File: config.mk
export PLATFORM = sky130hd
export DESIGN_NAME = fetch_unit
export DESIGN_NICKNAME = d
export VERILOG_FILES = /design/src/rtl/fetch_pkg.sv /design/src/rtl/fetch_unit_assembler.sv /design/src/rtl/fetch_unit.sv
export SDC_FILE = /design/constraint.sdc
export NUM_CORES = 1
export LEC_CHECK = 0
export CAP_MARGIN = 20
export CORE_ASPECT_RATIO = 0.9
export CORE_MARGIN = 8
export CORE_UTILIZATION = 58
export CTS_BUF_LIST = sky130_fd_sc_hd__clkbuf_4
export DETAILED_ROUTE_END_ITERATION = 16
export PLACE_DENSITY = 0.9
export SLEW_MARGIN = 10
export SYNTH_ARGS = -nofsm -noshare
export SYNTH_HDL_FRONTEND = slang
export SYNTH_SLANG_ARGS = --single-unit
File: constraint.sdc
create_clock -name clk -period 7.7 [get_ports clk]
set_input_delay 1.54 -clock clk [delete_from_list [all_inputs] [get_ports clk]]
set_output_delay 1.54 -clock clk [all_outputs]
set_load 0.02 [all_outputs]
File: src/rtl/fetch_pkg.sv
// ----------------------------------------------------------------------------
// fetch_pkg
// Shared definitions for the byte-serial instruction fetch unit:
//   - fetch_state_t     : FETCH / HOLD / HALT controller states
//   - DEFAULT_HALT_WORD : instruction word that stops fetch by default
//   - pc_is_bad()       : start-of-fetch PC legality check
// ----------------------------------------------------------------------------
package fetch_pkg;

    typedef enum logic [1:0] {
        ST_FETCH = 2'd0,
        ST_HOLD  = 2'd1,
        ST_HALT  = 2'd2
    } fetch_state_t;

    localparam logic [31:0] DEFAULT_HALT_WORD = 32'h0000_000C;

    // A fetch may only start on a word-aligned PC whose last byte is still
    // inside the memory. Aligned PCs never wrap when 3 is added, so 32-bit
    // arithmetic is sufficient here.
    function automatic logic pc_is_bad(input logic [31:0] pc,
                                       input logic [31:0] mem_bytes);
        logic misaligned;
        logic past_end;
        misaligned = (pc[1:0] != 2'b00);
        past_end   = ((pc + 32'd3) >= mem_bytes);
        return misaligned | past_end;
    endfunction

endpackage

File: src/rtl/fetch_unit_assembler.sv
// ----------------------------------------------------------------------------
// instr_assembler
// Collects four bytes, most significant first, into a 32-bit word.
// Ports:
//   clk       : clock
//   clear     : zero the word and the byte counter (wins over shift_en)
//   shift_en  : latch data_in into the slot selected by byte_cnt
//   data_in   : byte from instruction memory
//   byte_cnt  : index of the next byte to latch (0..3, wraps after 3)
//   word      : registered assembled word
//   word_next : word as it will look after latching data_in this cycle
// ----------------------------------------------------------------------------
module instr_assembler (
    input  logic        clk,
    input  logic        clear,
    input  logic        shift_en,
    input  logic [7:0]  data_in,
    output logic [1:0]  byte_cnt,
    output logic [31:0] word,
    output logic [31:0] word_next
);

    logic [1:0]  cnt_r;
    logic [31:0] word_r;

    // Merge the incoming byte into its big-endian slot
    always_comb begin
        word_next = word_r;
        case (cnt_r)
            2'd0:    word_next[31:24] = data_in;
            2'd1:    word_next[23:16] = data_in;
            2'd2:    word_next[15:8]  = data_in;
            2'd3:    word_next[7:0]   = data_in;
            default: word_next        = word_r;
        endcase
    end

    // Byte counter and word register; clear has priority over shift
    always_ff @(posedge clk) begin
        if (clear) begin
            cnt_r  <= 2'd0;
            word_r <= 32'd0;
        end else if (shift_en) begin
            cnt_r  <= cnt_r + 2'd1;
            word_r <= word_next;
        end else begin
            cnt_r  <= cnt_r;
            word_r <= word_r;
        end
    end

    assign byte_cnt = cnt_r;
    assign word     = word_r;

endmodule

File: src/rtl/fetch_unit.sv
// ----------------------------------------------------------------------------
// fetch_unit
// Fetches 32-bit big-endian instructions one byte per cycle from a byte-wide
// combinational memory and presents them with a valid/ready handshake.
// Ports:
//   clk, reset        : clock, synchronous active-high reset
//   mem_addr/mem_data : byte address out, byte read back in the same cycle
//   instr, instr_pc   : presented instruction and its byte address
//   instr_valid       : instr/instr_pc valid; held until instr_ready
//   instr_ready       : downstream accepts the presented instruction
//   redirect_valid/_target : taken branch, restart fetch at target
//   halt, fault       : sticky stop indications (fault = bad PC)
// ----------------------------------------------------------------------------
module fetch_unit
    import fetch_pkg::*;
#(
    parameter int unsigned MEM_BYTES = 128,
    parameter logic [31:0] RESET_PC  = 32'h0000_0000,
    parameter logic [31:0] HALT_WORD = DEFAULT_HALT_WORD
) (
    input  logic                         clk,
    input  logic                         reset,
    output logic [$clog2(MEM_BYTES)-1:0] mem_addr,
    input  logic [7:0]                   mem_data,
    output logic [31:0]                  instr,
    output logic [31:0]                  instr_pc,
    output logic                         instr_valid,
    input  logic                         instr_ready,
    input  logic                         redirect_valid,
    input  logic [31:0]                  redirect_target,
    output logic                         halt,
    output logic                         fault
);

    localparam int          AW          = $clog2(MEM_BYTES);
    localparam logic [31:0] MEM_BYTES_W = 32'(MEM_BYTES);

    fetch_state_t state_r;
    fetch_state_t state_nxt_s;

    logic [31:0] pc_r;
    logic [31:0] pc_nxt_s;
    logic [31:0] instr_pc_r;
    logic [31:0] instr_pc_nxt_s;
    logic        valid_r;
    logic        valid_nxt_s;
    logic        halt_r;
    logic        halt_nxt_s;
    logic        fault_r;
    logic        fault_nxt_s;

    logic        asm_clear_s;
    logic        asm_shift_s;
    logic [1:0]  byte_cnt_s;
    logic [31:0] word_s;
    logic [31:0] word_next_s;

    logic        bad_pc_s;
    logic        last_byte_s;
    logic        is_halt_word_s;

    // PC legality only matters before the first byte of a fetch is consumed
    assign bad_pc_s       = (byte_cnt_s == 2'd0) && pc_is_bad(pc_r, MEM_BYTES_W);
    assign last_byte_s    = (byte_cnt_s == 2'd3);
    assign is_halt_word_s = (word_next_s == HALT_WORD);

    instr_assembler u_asm (
        .clk       (clk),
        .clear     (reset | asm_clear_s),
        .shift_en  (asm_shift_s),
        .data_in   (mem_data),
        .byte_cnt  (byte_cnt_s),
        .word      (word_s),
        .word_next (word_next_s)
    );

    // State register
    always_ff @(posedge clk) begin
        if (reset) begin
            state_r <= ST_FETCH;
        end else begin
            state_r <= state_nxt_s;
        end
    end

    // Next-state decode; redirect outranks every other event outside HALT
    always_comb begin
        state_nxt_s = state_r;
        case (state_r)
            ST_FETCH: begin
                if (redirect_valid) begin
                    state_nxt_s = ST_FETCH;
                end else if (bad_pc_s) begin
                    state_nxt_s = ST_HALT;
                end else if (last_byte_s) begin
                    state_nxt_s = is_halt_word_s ? ST_HALT : ST_HOLD;
                end else begin
                    state_nxt_s = ST_FETCH;
                end
            end
            ST_HOLD: begin
                if (redirect_valid || instr_ready) begin
                    state_nxt_s = ST_FETCH;
                end else begin
                    state_nxt_s = ST_HOLD;
                end
            end
            ST_HALT: state_nxt_s = ST_HALT;
            default: state_nxt_s = ST_HALT;
        endcase
    end

    // Output/datapath decode: next register values and assembler strobes
    always_comb begin
        pc_nxt_s       = pc_r;
        instr_pc_nxt_s = instr_pc_r;
        valid_nxt_s    = valid_r;
        halt_nxt_s     = halt_r;
        fault_nxt_s    = fault_r;
        asm_clear_s    = 1'b0;
        asm_shift_s    = 1'b0;
        case (state_r)
            ST_FETCH: begin
                if (redirect_valid) begin
                    pc_nxt_s    = redirect_target;
                    valid_nxt_s = 1'b0;
                    asm_clear_s = 1'b1;
                end else if (bad_pc_s) begin
                    // No byte is latched for a fetch that never starts
                    valid_nxt_s = 1'b0;
                    halt_nxt_s  = 1'b1;
                    fault_nxt_s = 1'b1;
                end else begin
                    asm_shift_s = 1'b1;
                    if (last_byte_s && !is_halt_word_s) begin
                        valid_nxt_s    = 1'b1;
                        instr_pc_nxt_s = pc_r;
                    end else if (last_byte_s) begin
                        // Halt word: stop without ever presenting it
                        valid_nxt_s = 1'b0;
                        halt_nxt_s  = 1'b1;
                    end else begin
                        valid_nxt_s = 1'b0;
                    end
                end
            end
            ST_HOLD: begin
                if (redirect_valid) begin
                    pc_nxt_s    = redirect_target;
                    valid_nxt_s = 1'b0;
                    asm_clear_s = 1'b1;
                end else if (instr_ready) begin
                    pc_nxt_s    = pc_r + 32'd4;
                    valid_nxt_s = 1'b0;
                    asm_clear_s = 1'b1;
                end else begin
                    valid_nxt_s = 1'b1;
                end
            end
            ST_HALT: begin
                valid_nxt_s = 1'b0;
                halt_nxt_s  = 1'b1;
            end
            default: begin
                valid_nxt_s = 1'b0;
                halt_nxt_s  = 1'b1;
                fault_nxt_s = 1'b1;
                asm_clear_s = 1'b1;
            end
        endcase
    end

    // Architectural registers; reset outranks every other event
    always_ff @(posedge clk) begin
        if (reset) begin
            pc_r       <= RESET_PC;
            instr_pc_r <= 32'd0;
            valid_r    <= 1'b0;
            halt_r     <= 1'b0;
            fault_r    <= 1'b0;
        end else begin
            pc_r       <= pc_nxt_s;
            instr_pc_r <= instr_pc_nxt_s;
            valid_r    <= valid_nxt_s;
            halt_r     <= halt_nxt_s;
            fault_r    <= fault_nxt_s;
        end
    end

    // Memory address: walk the bytes while fetching, otherwise park on pc
    always_comb begin
        if (state_r == ST_FETCH) begin
            mem_addr = pc_r[AW-1:0] + AW'(byte_cnt_s);
        end else begin
            mem_addr = pc_r[AW-1:0];
        end
    end

    assign instr       = word_s;
    assign instr_pc    = instr_pc_r;
    assign instr_valid = valid_r;
    assign halt        = halt_r;
    assign fault       = fault_r;

endmodule

==> flow_summary.ini <==
[routing]
first_iter_violations = 447
drc = 0
detail_route.first_pass.iterations = 5
finalWirelength_um = 17100
ant_nets = 0
viasPerCell = 6.25
vias = 6021
wl_per_cell_um = 17.7

[critical_path]
path_max_fanout = 33
cp_cell_sequence = ha_1 > nand4_1 > or3_1 > or4_1 > o21a_1 > o32ai_1 > a41o_2 > and4_2 > mux2i_1
setup.worst_path.class = reg -> reg
crit_path_top_delay_cell = and4_2
required_ns = 8.10
start_kind = register
rr_worst_depth = 9
slowest_delay_ns = 1.01
cp-end-kind = register
arrival_ns = 4.81

[placed_design]
io_buffers = 117
gp_congestion = 0.910
hpwl_um = 12200

[clock_network]
ctsHoldBuffers = 0
htree_levels = 3
clock_path_buffers = 2
cts-root-buf = clkbuf_4
cts.sinks = 102
cts_tree = built
cts_setup_buffers = 0
clk_latency_ns = 0.46
cts_resized = 0
cts_made_buffers = 9
path_clk_slew_ns = 0.17

[sta]
final.setup.tns_ns = 0
finalHoldViolations = 0
tightest_slew_ns = 1.08
max_freq_mhz = 227
fin_skew_ns = 0.0232
fin_crit_sh = 0.573
slew_viol_final = 0
timing.slew.headroom = 0.281
finalSetupViolCount = 0
min_period_ns = 4.41
rsz0062_at_grt = no

[hold_path]
min_path_cells = 2
hp-class = reg -> reg

[logic_synthesis]
synth_nets = 821
synth_area_per_cell_um2 = 7.51
synth_top_flop_cell = dfxtp_1
yosys-top-cells-area = dfxtp_1 (36%), nand2_1 (9.3%), mux2i_1 (8.9%), a21oi_1 (5.6%), nor2_1 (4.6%)
synth.distinct_cells = 58
synthCells = 766
postSynth.asyncResetShare = 0
yosys_warnings = 0
syn_area_mm2 = 0.00575
synth_edf_count = 0
yosysTopAreaCellShare = 0.355
ys_seq_area_frac = 0.355
synth-seq-cells = 102
synth_top_cell_by_area = dfxtp_1

[finish]
n_antenna_cell = 0
final_cell_mix = nand2_1 (142), clkdlybuf4s50_1 (117), dfxtp_1 (102)
nFillCells = 783
area_growth_pct = 21.2
drive_gt1_frac = 0.0490
nNetsFinal = 887
layout_commonest_cell = nand2_1
postLayoutCoreUtil = 0.722

[floorplanning]
die_x_um = 121
std_cell_rows = 34
dieArea_mm2 = 0.0134
core_mm2 = 0.00966
ios = 118
fp.dieH_um = 110
initial_core_util = 0.595

[power]
cellPowerDensity_mw_per_mm2 = 146
ir_drop_mv = 0.110
p_leak_nw = 2.34

[global_route]
grt_pass1_vias = 5713
overflow = 0
antenna_found_initial = 0
grt_pass1_wl_um = 27700
grt_max_degree = 71
grt.total_usage = 0.245

[status]
outcome = finished clean

[run]
drv_cap = 0
-- worst paths after layout --
path	from	slack, ns	endpoint
setup / recovery	pc_r[2]$_SDFFE_PP0P_	3.29	instr_pc[27]$_SDFFE_PP0P_
hold / removal	instr_pc[28]$_SDFFE_PP0P_	0.47	instr_pc[28]$_SDFFE_PP0P_
setup reg to reg	pc_r[2]$_SDFFE_PP0P_	3.29	instr_pc[27]$_SDFFE_PP0P_
hold reg to reg	instr_pc[28]$_SDFFE_PP0P_	0.47	instr_pc[28]$_SDFFE_PP0P_
-- final cells by class --
cell class	instances	area [µm²]	area share
Multi-Input combinational cell	579	3340	0.479
Sequential cell	102	2040	0.293
Timing Repair Buffer	125	1240	0.178
Tap cell	126	158	0.0226
Clock buffer	10	75.1	0.0108
Inverter	15	56.3	0.00808
Clock inverter	6	53.8	0.00772
-- power by group --
| part | total, mW | switching [mW] | leakage [nW] | internal, mW |
|---|---|---|---|---|
| combinational | 0.169 | 0.0966 | 1.44 | 0.0719 |
| clock | 0.270 | 0.194 | 0.0695 | 0.0761 |
| sequential | 0.582 | 0.0364 | 0.828 | 0.546 |
| total | 1.02 | 0.327 | 2.34 | 0.694 |
-- flip-flops by register name, indices dropped and copies added, names as in the netlist --
register        cells
pc_r               32
instr_pc           32
state_r             1
u_asm.word         32
halt                1
fault               1
u_asm.byte_cnt      2
instr_valid         1
-- synthesized netlist by cell type (7+ instances only) --
| cell | count |
|---|---|
| nand3_1 | 29 |
| nor2_1 | 71 |
| mux2i_1 | 51 |
| o31ai_1 | 14 |
| nor4_1 | 18 |
| o21ai_0 | 45 |
| ha_1 | 10 |
| nor3_1 | 19 |
| nand2_1 | 142 |
| a21oi_1 | 64 |
| inv_1 | 13 |
| xnor2_1 | 8 |
| clkbuf_1 | 55 |
| nand4_1 | 23 |
| buf_2 | 7 |
| dfxtp_1 | 102 |
-- through the flow --
step / area, µm² / std cells / worst slack, ns / power [mW] / hold slack, ns
final: 6970 / 963 / 3.29 / 1.02 / 0.471
after CTS: 6940 / 961 / 3.34 / 1.02 / 0.472
after floorplan: 5750 / 766 / 4.45 / 0.693 / 0.477
after global placement: 6810 / 945 / 3.52 / 0.750 / 0.441
after global routing: 6970 / 963 / 3.03 / 1.06 / 0.484
after detailed placement: 6810 / 945 / 3.37 / 0.755 / 0.451
-- per-layer routing --
layer  vias to the layer above  wire length, µm  part of all wire  GRT usage
met4                         0              378             0.022     0.0865
met5                         -                0                 0          0
met1                      2814             7140              0.42      0.310
met2                       324             7960              0.47      0.395
li1                       2840                -                 -          -
met3                        43             1590             0.093     0.0596
-- cells by family (layout without fill, tap and decap cells) --
kind of cell,after synthesis,after routing,synth area share
buffers and inverters,85,156,0.0649
adders and majority gates,11,11,0.0252
muxes,53,53,0.0927
xor gates and xnor gates,10,10,0.0152
and+or+nand+nor,333,333,0.266
AOI/OAI and AO/OA,172,172,0.180
DFF,102,102,0.355
-- worst max-delay path, delay by kind of cell (launching register included) --
kind                       cells  cell delay, ns
muxes                          1            0.29
and+or+nand+nor                4            2.38
adders and majority gates      1            0.30
DFF                            1            0.51
AOI/OAI and AO/OA              3            0.86
Note: power is estimated with default switching activity, not from simulation.
==> RTL change (config.mk and constraints unchanged) <==
The parameter `MEM_BYTES` goes from 128 to 256.
--- a/src/rtl/fetch_unit.sv
+++ b/src/rtl/fetch_unit.sv
@@ -16,3 +16,3 @@
 #(
-    parameter int unsigned MEM_BYTES = 128,
+    parameter int unsigned MEM_BYTES = 256,
     parameter logic [31:0] RESET_PC  = 32'h0000_0000,
Interface: changed (resized mem_addr); port bits go from 118 to 119. The function was not compared with the original's and may differ.
==> RTL change against the original RTL <==
- utilization up 0.21 points
- synthesized cell count down 6.3%
- routed wire length down 0.72%
- worst setup slack better by 29 ps
- count of clock-buffer cells in the layout unchanged
- total power down 3.2%
- first-iteration DRC count up 28%
- critical endpoint is now mem_addr[6]
- via count down 4.0%
- sequential cell count unchanged
- area after synthesis up 1.2%
- register-to-register slack better by 290 ps
- die area up 1.1%
- cell area up 0.74%
- largest power group unchanged
==> RTL change: results (changes against the original RTL) <==
status = completed
Power Internal = 0.685 mW (-1.2%)
worst reg2reg path endpoint = instr_pc[13]
largest net degree at the start of global routing = 103 (+45%)
complex-gate fraction of the synthesized area = 15.0% (-3.0 points)
CP endpoint = mem_addr[6]
# fillers = 749 (-4.3%)
DR WL/cell = 18.4 µm (+3.6%)
Signal inverters = 10 (-5)
reg-to-reg startpoint = pc_r[16]
Non-clock buffers = 121 (-3.2%)
library cells used by synthesis = 60 (+3.4%)
detailed placement HPWL = 12000 µm (-1.7%)
sequential power share = 58.4% (+1.4 points)
Worst Hold End = instr_pc[17]
R2R cell count = 8 (-1)
Synth area leaders = dfxtp_1 (35%), mux2i_1 (12%), nand2b_1 (7.8%)
flop-to-flop setup slack = 3580 ps (+290 ps)
DRT iter0 DRCs = 574 (+28%)
CP Launch Point = pc_r[0]
synth cell count leaders = dfxtp_1 (102), nand2b_1 (73), nor2_1 (73), nand2_1 (72), mux2i_1 (67)
mux share of post-synthesis cell area = 11.7% (+2.4 points)
vias in the first global route = 5393 (-5.6%)
Multi-input comb cells = 548 (-5.4%)
Tot GR Track Use = 24.0% (-0.50 points)
DR pass1 iterations = 7 (+2)
Routability Congestion = 0.917 (+0.71%)
first-pass GRT wire length = 27000 µm (-2.6%)
Lkg Pwr = 2.58 nW (+10%)
post-synthesis xor/xnor area fraction = 1.20% (-0.32 points)
PortBufs = 118 (+0.85%)
slowest CP cell = clkdlybuf4s50_1
Placed Area = 6900 µm² (+1.2%)
Adder-Cell Fraction of Synth Area = 2.49% (-0.031 points)
Combinational Power Share = 14.3% (-2.2 points)
power per cell area = 141 nW/µm² (-3.9%)
Crit path max-delay family = buffers and inverters
sequential area share after synthesis = 35.1% (-0.44 points)
Critical Path Max Stage Delay = 670 ps (-340 ps)
[RTL change: layer usage]
layer / share of wire (%) / wire (µm) / global-route usage (%) / up-vias
li1: - / - / - / 2696
met1: 41 / 6920 / 30.6 / 2693
met2: 47 / 7940 / 38.4 / 341
met3: 9.5 / 1610 / 5.70 / 49
met4: 2.7 / 461 / 8.87 / 0
met5: 0 / 0 / 0 / -
[RTL change: per-stage QoR]
| step | setup slack (ps) | total power, mW | hold WS (ps) | std cells |
|---|---|---|---|---|
| 6_report | 3320 | 0.988 | 486 | 923 |
| 5_1_grt | 3200 | 1.02 | 499 | 923 |
| 4_1_cts | 3320 | 0.986 | 488 | 923 |
| 3_5_place_dp | 3590 | 0.725 | 460 | 907 |
| 3_3_place_gp | 3770 | 0.719 | 455 | 907 |
| 2_1_floorplan | 4370 | 0.667 | 493 | 718 |
